[src/rtl/adc_peak_quantizer_if.sv]
// AXI-Stream bundle for adc_peak_quantizer.
// It carries the ADC beat from the RFdc, which is the s_axis side, and its
// DMA mirror toward the PS, which is the m_axis side.
//   slave  : the quantizer's view (consumes s_axis, produces m_axis)
//   master : the environment's view (produces s_axis, consumes m_axis)
interface adc_peak_quantizer_if #(
  parameter int DATA_W = 128
);
  logic [DATA_W-1:0] s_axis_tdata;
  logic              s_axis_tvalid;
  logic              s_axis_tready;
  logic [DATA_W-1:0] m_axis_tdata;
  logic              m_axis_tvalid;
  logic              m_axis_tready;

  modport slave (
    input  s_axis_tdata, s_axis_tvalid, m_axis_tready,
    output s_axis_tready, m_axis_tdata, m_axis_tvalid
  );

  modport master (
    output s_axis_tdata, s_axis_tvalid, m_axis_tready,
    input  s_axis_tready, m_axis_tdata, m_axis_tvalid
  );
endinterface

[src/rtl/adc_peak_quantizer.sv]
// ADC peak quantizer.
// The block finds the signed max or min over LANES samples per beat across
// a window of WIN beats. It then maps that peak to a level index with a
// pipelined binary search over an ascending threshold table. Raw beats can
// be mirrored to DMA.
//   clk          : single clock
//   rst_n        : asynchronous reset, active low
//   gpio_i       : [15:0] address, [23:16] data, [24] write strobe (async)
//   run_i        : window enable from the experiment FSM
//   axis         : s_axis ADC beat in / m_axis DMA copy out
//   val_out_o    : quantized level index, held between results
//   val_valid_o  : one-cycle pulse when val_out_o is updated
module adc_peak_quantizer #(
  parameter int SAMPLE_W  = 8,
  parameter int LANES     = 16,
  parameter int LUT_DEPTH = 256,
  parameter int GPIO_BASE = 0,
  localparam int LOG2     = $clog2(LUT_DEPTH)
) (
  input  logic                clk,
  input  logic                rst_n,
  input  logic [31:0]         gpio_i,
  input  logic                run_i,
  adc_peak_quantizer_if.slave axis,
  output logic [LOG2-1:0]     val_out_o,
  output logic                val_valid_o
);

  localparam logic [15:0] ADDR_LO  = 16'(GPIO_BASE + 1);
  localparam logic [15:0] ADDR_HI  = 16'(GPIO_BASE + LUT_DEPTH - 1);
  localparam logic [15:0] ADDR_WIN = 16'(GPIO_BASE + LUT_DEPTH);
  localparam logic [15:0] ADDR_CTL = 16'(GPIO_BASE + LUT_DEPTH + 1);
  localparam logic signed [SAMPLE_W-1:0] MOST_NEG = {1'b1, {(SAMPLE_W-1){1'b0}}};

  // ---------------- GPIO register file ----------------
  logic [1:0] wsync_q;
  logic       wprev_q;
  logic       gpio_we;
  logic [15:0] gpio_addr;
  logic [7:0]  gpio_data;
  logic [LOG2-1:0] tbl_idx;
  logic unused_gpio;

  logic signed [SAMPLE_W-1:0] thr_q [LUT_DEPTH];
  logic [7:0] win_q;
  logic       mode_q;
  logic       dma_en_q;

  assign gpio_addr   = gpio_i[15:0];
  assign gpio_data   = gpio_i[23:16];
  assign gpio_we     = wsync_q[1] & ~wprev_q;
  assign tbl_idx     = LOG2'(gpio_addr - 16'(GPIO_BASE));
  assign unused_gpio = ^gpio_i[31:25];

  always_ff @(posedge clk or negedge rst_n) begin
    if (!rst_n) begin
      wsync_q  <= '0;
      wprev_q  <= 1'b0;
      win_q    <= 8'd1;
      mode_q   <= 1'b0;
      dma_en_q <= 1'b0;
      // Uniform spread over the signed sample range; entry 0 is never probed.
      for (int k = 0; k < LUT_DEPTH; k++) begin
        thr_q[k] <= SAMPLE_W'((k * (1 << SAMPLE_W)) / LUT_DEPTH - (1 << (SAMPLE_W - 1)));
      end
    end else begin
      wsync_q <= {wsync_q[0], gpio_i[24]};
      wprev_q <= wsync_q[1];
      if (gpio_we) begin
        if (gpio_addr >= ADDR_LO && gpio_addr <= ADDR_HI) begin
          thr_q[tbl_idx] <= gpio_data[SAMPLE_W-1:0];
        end else if (gpio_addr == ADDR_WIN) begin
          win_q <= (gpio_data == 8'd0) ? 8'd1 : gpio_data;
        end else if (gpio_addr == ADDR_CTL) begin
          mode_q   <= gpio_data[0];
          dma_en_q <= gpio_data[1];
        end
      end
    end
  end

  // ---------------- AXIS passthrough ----------------
  logic accept;

  assign axis.s_axis_tready = ~dma_en_q | axis.m_axis_tready;
  assign axis.m_axis_tdata  = axis.s_axis_tdata;
  assign axis.m_axis_tvalid = axis.s_axis_tvalid & dma_en_q;
  assign accept             = axis.s_axis_tvalid & axis.s_axis_tready;

  // ---------------- Windowing ----------------
  // rem_q is a down-counter of beats still owed to the open window.
  // act_q marks a window that is open. A window opens on its first beat,
  // and mode is latched there so mid-window writes wait for the next window.
  logic       act_q, act_d;
  logic [7:0] rem_q, rem_d;
  logic       win_mode_q, win_mode_d;
  logic signed [SAMPLE_W-1:0] peak_q, peak_d;
  logic signed [SAMPLE_W-1:0] lane_s, beat_pk, new_pk;
  logic cur_mode;
  logic launch;

  assign cur_mode = act_q ? win_mode_q : mode_q;

  always_comb begin
    lane_s  = '0;
    beat_pk = $signed(axis.s_axis_tdata[SAMPLE_W-1:0]);
    for (int l = 1; l < LANES; l++) begin
      lane_s = $signed(axis.s_axis_tdata[l*SAMPLE_W +: SAMPLE_W]);
      if (cur_mode ? (lane_s < beat_pk) : (lane_s > beat_pk)) begin
        beat_pk = lane_s;
      end
    end
    new_pk = beat_pk;
    if (act_q && (cur_mode ? (peak_q < beat_pk) : (peak_q > beat_pk))) begin
      new_pk = peak_q;
    end
  end

  always_comb begin
    launch     = 1'b0;
    act_d      = act_q;
    rem_d      = rem_q;
    peak_d     = peak_q;
    win_mode_d = win_mode_q;
    if (!run_i) begin
      act_d  = 1'b0;
      rem_d  = '0;
      peak_d = MOST_NEG;
    end else if (accept) begin
      if (!act_q) begin
        win_mode_d = mode_q;
      end
      if ((act_q && rem_q == 8'd1) || (!act_q && win_q == 8'd1)) begin
        launch = 1'b1;
        act_d  = 1'b0;
        rem_d  = '0;
        peak_d = MOST_NEG;
      end else begin
        act_d  = 1'b1;
        rem_d  = act_q ? (rem_q - 8'd1) : (win_q - 8'd1);
        peak_d = new_pk;
      end
    end
  end

  always_ff @(posedge clk or negedge rst_n) begin
    if (!rst_n) begin
      act_q      <= 1'b0;
      rem_q      <= '0;
      peak_q     <= MOST_NEG;
      win_mode_q <= 1'b0;
    end else begin
      act_q      <= act_d;
      rem_q      <= rem_d;
      peak_q     <= peak_d;
      win_mode_q <= win_mode_d;
    end
  end

  // ---------------- Binary-search quantizer ----------------
  // Slot 0 holds the launched peak. Stage s probes bit LOG2-1-s of the index.
  // An extra output register follows the last stage.
  logic signed [SAMPLE_W-1:0] pk_q [LOG2];
  logic [LOG2-1:0] idx_q [LOG2+1];
  logic [LOG2:0]   vld_q;
  logic [LOG2-1:0] cand_d [LOG2];
  logic [LOG2-1:0] idx_d [LOG2];
  logic [LOG2-1:0] val_out_q;
  logic            val_valid_q;

  always_comb begin
    for (int s = 0; s < LOG2; s++) begin
      cand_d[s] = idx_q[s] | (LOG2'(1) << (LOG2 - 1 - s));
      idx_d[s]  = (pk_q[s] >= thr_q[cand_d[s]]) ? cand_d[s] : idx_q[s];
    end
  end

  always_ff @(posedge clk or negedge rst_n) begin
    if (!rst_n) begin
      vld_q       <= '0;
      val_out_q   <= '0;
      val_valid_q <= 1'b0;
      for (int s = 0; s < LOG2; s++) begin
        pk_q[s] <= MOST_NEG;
      end
      for (int s = 0; s <= LOG2; s++) begin
        idx_q[s] <= '0;
      end
    end else begin
      vld_q[0] <= launch;
      pk_q[0]  <= new_pk;
      idx_q[0] <= '0;
      for (int s = 0; s < LOG2; s++) begin
        vld_q[s+1] <= vld_q[s];
        idx_q[s+1] <= idx_d[s];
        if (s < LOG2 - 1) begin
          pk_q[s+1] <= pk_q[s];
        end
      end
      val_valid_q <= vld_q[LOG2];
      if (vld_q[LOG2]) begin
        val_out_q <= idx_q[LOG2];
      end
    end
  end

  assign val_out_o   = val_out_q;
  assign val_valid_o = val_valid_q;

endmodule
[src/flat_wrapper.sv]
// flat-port wrapper written by rule: the top's interface ports become plain ports
module adc_peak_quantizer_flat 
#(
  parameter int SAMPLE_W  = 8,
  parameter int LANES     = 16,
  parameter int LUT_DEPTH = 256,
  parameter int GPIO_BASE = 0,
  localparam int LOG2     = $clog2(LUT_DEPTH)
)
  (clk, rst_n, gpio_i, run_i, val_out_o, val_valid_o, axis_s_axis_tdata, axis_s_axis_tvalid, axis_m_axis_tready, axis_s_axis_tready, axis_m_axis_tdata, axis_m_axis_tvalid);
  adc_peak_quantizer_if axis_i ();
  input  logic clk;
  input  logic rst_n;
  input  logic [31:0] gpio_i;
  input  logic run_i;
  output logic [LOG2-1:0] val_out_o;
  output logic val_valid_o;
  input wire logic [$bits(axis_i.s_axis_tdata)-1:0] axis_s_axis_tdata;
  input wire logic [$bits(axis_i.s_axis_tvalid)-1:0] axis_s_axis_tvalid;
  input wire logic [$bits(axis_i.m_axis_tready)-1:0] axis_m_axis_tready;
  output wire logic [$bits(axis_i.s_axis_tready)-1:0] axis_s_axis_tready;
  output wire logic [$bits(axis_i.m_axis_tdata)-1:0] axis_m_axis_tdata;
  output wire logic [$bits(axis_i.m_axis_tvalid)-1:0] axis_m_axis_tvalid;
  assign axis_i.s_axis_tdata = axis_s_axis_tdata;
  assign axis_i.s_axis_tvalid = axis_s_axis_tvalid;
  assign axis_i.m_axis_tready = axis_m_axis_tready;
  assign axis_s_axis_tready = axis_i.s_axis_tready;
  assign axis_m_axis_tdata = axis_i.m_axis_tdata;
  assign axis_m_axis_tvalid = axis_i.m_axis_tvalid;
  adc_peak_quantizer #(.SAMPLE_W(SAMPLE_W), .LANES(LANES), .LUT_DEPTH(LUT_DEPTH), .GPIO_BASE(GPIO_BASE)) u_core (.clk(clk), .rst_n(rst_n), .gpio_i(gpio_i), .run_i(run_i), .axis(axis_i), .val_out_o(val_out_o), .val_valid_o(val_valid_o));
endmodule
[config.mk]
export PLATFORM = sky130hd
export DESIGN_NAME = adc_peak_quantizer_flat
export DESIGN_NICKNAME = d
export VERILOG_FILES = /design/src/rtl/adc_peak_quantizer_if.sv /design/src/rtl/adc_peak_quantizer.sv /design/src/flat_wrapper.sv
export SDC_FILE = /design/constraint.sdc
export NUM_CORES = 2
export LEC_CHECK = 0
export ABC_AREA = 1
export BUFFER_PORTS_ARGS = -buffer_cell sky130_fd_sc_hd__buf_2
export CORE_MARGIN = 2
export CORE_UTILIZATION = 60
export DETAILED_ROUTE_END_ITERATION = 16
export PLACE_DENSITY = 0.77
export SYNTH_ARGS = -nofsm -noshare
export SYNTH_HDL_FRONTEND = slang
export SYNTH_SLANG_ARGS = --single-unit
export TNS_END_PERCENT = 100
[constraint.sdc]
create_clock -name clk -period 29.5 [get_ports clk]
set_clock_uncertainty 0.15 [all_clocks]
set_input_delay 2.95 -clock clk [delete_from_list [all_inputs] [get_ports clk]]
set_output_delay 2.95 -clock clk [all_outputs]
set_load 0.02 [all_outputs]
==> impl_metrics.tcl <==
set metrics [dict create \
    die_y_um 420.4 \
    nFillCells 13720 \
    slowest_stage "ha_1" \
    max_freq_mhz 35.77 \
    cp-endpoint "u_core.peak_q[1]" \
    antenna_found_initial 19 \
    synth_edf_count 0 \
    ys_ff_latch 2189 \
    avgViaCountPerCell 6.250 \
    worst_pin_slew_ns 1.456 \
    crit-reg2reg-capture "u_core.peak_q[1]" \
    yosysTopAreaCell "dfrtp_1" \
    fin_crit_sh_pct 94.76 \
    grt.overflow.total 0 \
    rows 152 \
    cp.required_ns 30.12 \
    worstSetupPathType "input pin to flop" \
    post-place-ws_ns -0.9104 \
    final_antenna_net_count 0 \
    crit_start "axis_s_axis_tdata[7]" \
    grt_pass1_wl_um 482000 \
    postCtsHoldBufs 0 \
    worst_hold_slack_ns 0.2034 \
    nNetsFinal 12250 \
    seqCellArea_mm2 0.05610 \
    r2r.worst_path.cells 171 \
    die-area_mm2 0.1767 \
    max_cap_violations 1 \
    root_buffer "clkbuf_16" \
    critPathLaunchType "input pin" \
    cp.arrival_ns 28.57 \
    ctsLongestPathBuffers 3 \
    cts.sinks 2189 \
    status "finished, violations left" \
    cp_max_fo 8 \
    syn_inst 12300 \
    setup_ws_ns 1.546 \
    synth_ff_type "dfrtp_1" \
    clkLatencyLatePin_ns 0.87 \
    drive_gt1_share_pct 17.76 \
    ys_top_cells_by_count "o21ai_0, nand2_1, nor2_1" \
    yosysMostFrequentCell "o21ai_0" \
    cts_tree "yes" \
    cp-end-kind "flop" \
    violations "capacitance limit" \
    clkSlewWorstSetupHoldPaths_ns 0.06 \
    ys_types 57 \
    core_area_mm2 0.1719 \
    ioPinCount 304 \
    drt_pass1_iterations 8 \
    num_vias 90240 \
    grt.total_usage_pct 34.48 \
    postSynth.asyncResetShare_pct 100.0 \
    cpPeakStageDelay_ns 0.37 \
    max_slew_margin_pct 1.698 \
    avgSynthCellArea_um2 8.453 \
    grt_start_max_net_pins 197 \
    start_util_pct 60.50 \
    wl_per_cell_um 21.45 \
    syn2layout_area_growth_pct 9.371 \
    cts_buffers 220 \
    grt_pass1_vias 85240 \
    syn_nets 12640 \
    cp_common_cell "nand2_1" \
    synth.top_cell.area_share_pct 27.81 \
    setup_viol 0 \
    drc 0 \
    synth_seq_area_share_pct 53.91 \
    timing.rr.start "u_core.act_q" \
    synthesis.area_mm2 0.1040 \
    hold_class "flop to flop" \
    drt_wl_total_um 309600 \
    regToRegSetupSlack_ns 3.42 \
    synth_warnings 0 \
    multi_input_area_mm2 0.04310 \
    gp_congestion 0.9174 \
    synth_area_leaders "dfrtp_1, dfstp_2, o21ai_0, nand2_1, nor2_1" \
    dp_hpwl_um 183100 \
    period_needed_ns 27.95 \
    fp.dieW_um 420.4 \
    io_buffers 296 \
    hold_viol_final 0 \
    slew_viol_final 0 \
    drt-initial-drc-count 11160 \
    htreeDepth 4 \
]
-- cells in the final DEF (no fill, tap or decap), types with 25 or more instances in the layout --
master	instances
a21oi_1	108
mux2i_1	46
o21ai_0	3260
inv_1	252
nand2_2	68
clkinvlp_4	28
clkbuf_1	53
nor2_1	1258
dfstp_2	1033
nand2_1	2686
buf_2	295
clkbuf_16	224
ha_1	158
clkinv_2	47
o221ai_1	126
nand3_4	25
buf_4	157
clkbuf_8	66
o22ai_1	419
o21ai_1	38
dfrtp_1	1145
o211ai_1	47
nand3_1	174
-- per-layer routing --
layer  wire length, um  global-route usage, %  share of wire, %  vias up
met3             28890                  6.285               9.3      809
met2            141000                  53.30                46     4641
met4             16100                  17.67               5.2        0
met5                 0                      0                 0        -
met1            123700                  46.80                40    44010
li1                  -                      -                 -    40780
-- logic make-up after synthesis --
family	share of synthesized area, %
adder cells (fa/ha/maj)	2.021
AND/OR/NAND/NOR	16.63
multiplexers	0.5510
flip-flops	53.91
buffers and inverters	5.479
XOR/XNOR	0.01684
AO/OA/AOI/OAI	21.39
-- per-stage QoR --
step	cells	instance area (um^2)	utilization, %	setup TNS (ns)
final	14440	113800	66.17	0
after global placement	13940	104900	61.03	0
after detailed placement	13940	104900	61.03	-13.82
after CTS	14350	112400	65.39	0
after global routing	14440	113800	66.16	-5.880
after floorplan	12300	104000	-	0
-- worst max-delay path: cells and delay by family --
| family | cells | cell delay (ns) |
|---|---|---|
| simple gates | 92 | 10.05 |
| xor+xnor | 1 | 0.23 |
| compound gates | 40 | 7.04 |
| buf+inv | 25 | 3.42 |
| fa+ha+maj | 16 | 4.79 |
-- layout make-up --
type / instances / share of cell area, %
clock buffers: 343 / 5.901
clock inverters: 71 / 0.6874
repair buffers: 459 / 2.457
well taps: 2310 / 2.541
multi-input cells: 8739 / 37.89
inverters: 299 / 1.104
diodes: 17 / 0.03740
flip-flops and latches: 2189 / 49.32
repair inverters: 11 / 0.07039
-- worst min-delay path by stage --
stage / startpoint / to / slack, ns / cells past startpoint
floorplan: u_core.vld_q[0] / u_core.vld_q[1] / 0.18 / 0
global placement: u_core.vld_q[1] / u_core.vld_q[2] / 0.19 / 0
detailed placement: u_core.vld_q[1] / u_core.vld_q[2] / 0.19 / 0
CTS: u_core.vld_q[1] / u_core.vld_q[2] / 0.21 / 0
global route: u_core.vld_q[4] / u_core.vld_q[5] / 0.22 / 0
finish: u_core.vld_q[1] / u_core.vld_q[2] / 0.20 / 0
-- sequential cells by signal, indices dropped and copies added, names as in the netlist, 2 cells and up --
name              cells
u_core.thr_q       2040
u_core.pk_q          64
u_core.cand_d        28
u_core.vld_q          9
u_core.idx_q          8
u_core.peak_q         8
u_core.rem_q          8
u_core.val_out_o      8
u_core.win_q          8
u_core.wsync_q        2
-- repair_timing --
item,CTS,global route
setup endpoints to repair,15,16
setup buffers,0,58
gates cloned,0,14
resized for setup,2,209
pin swaps,0,59
Power is left out: the tool's default activity adds up to more than one toggle a clock period on the data nets, which glitch-free logic cannot reach.
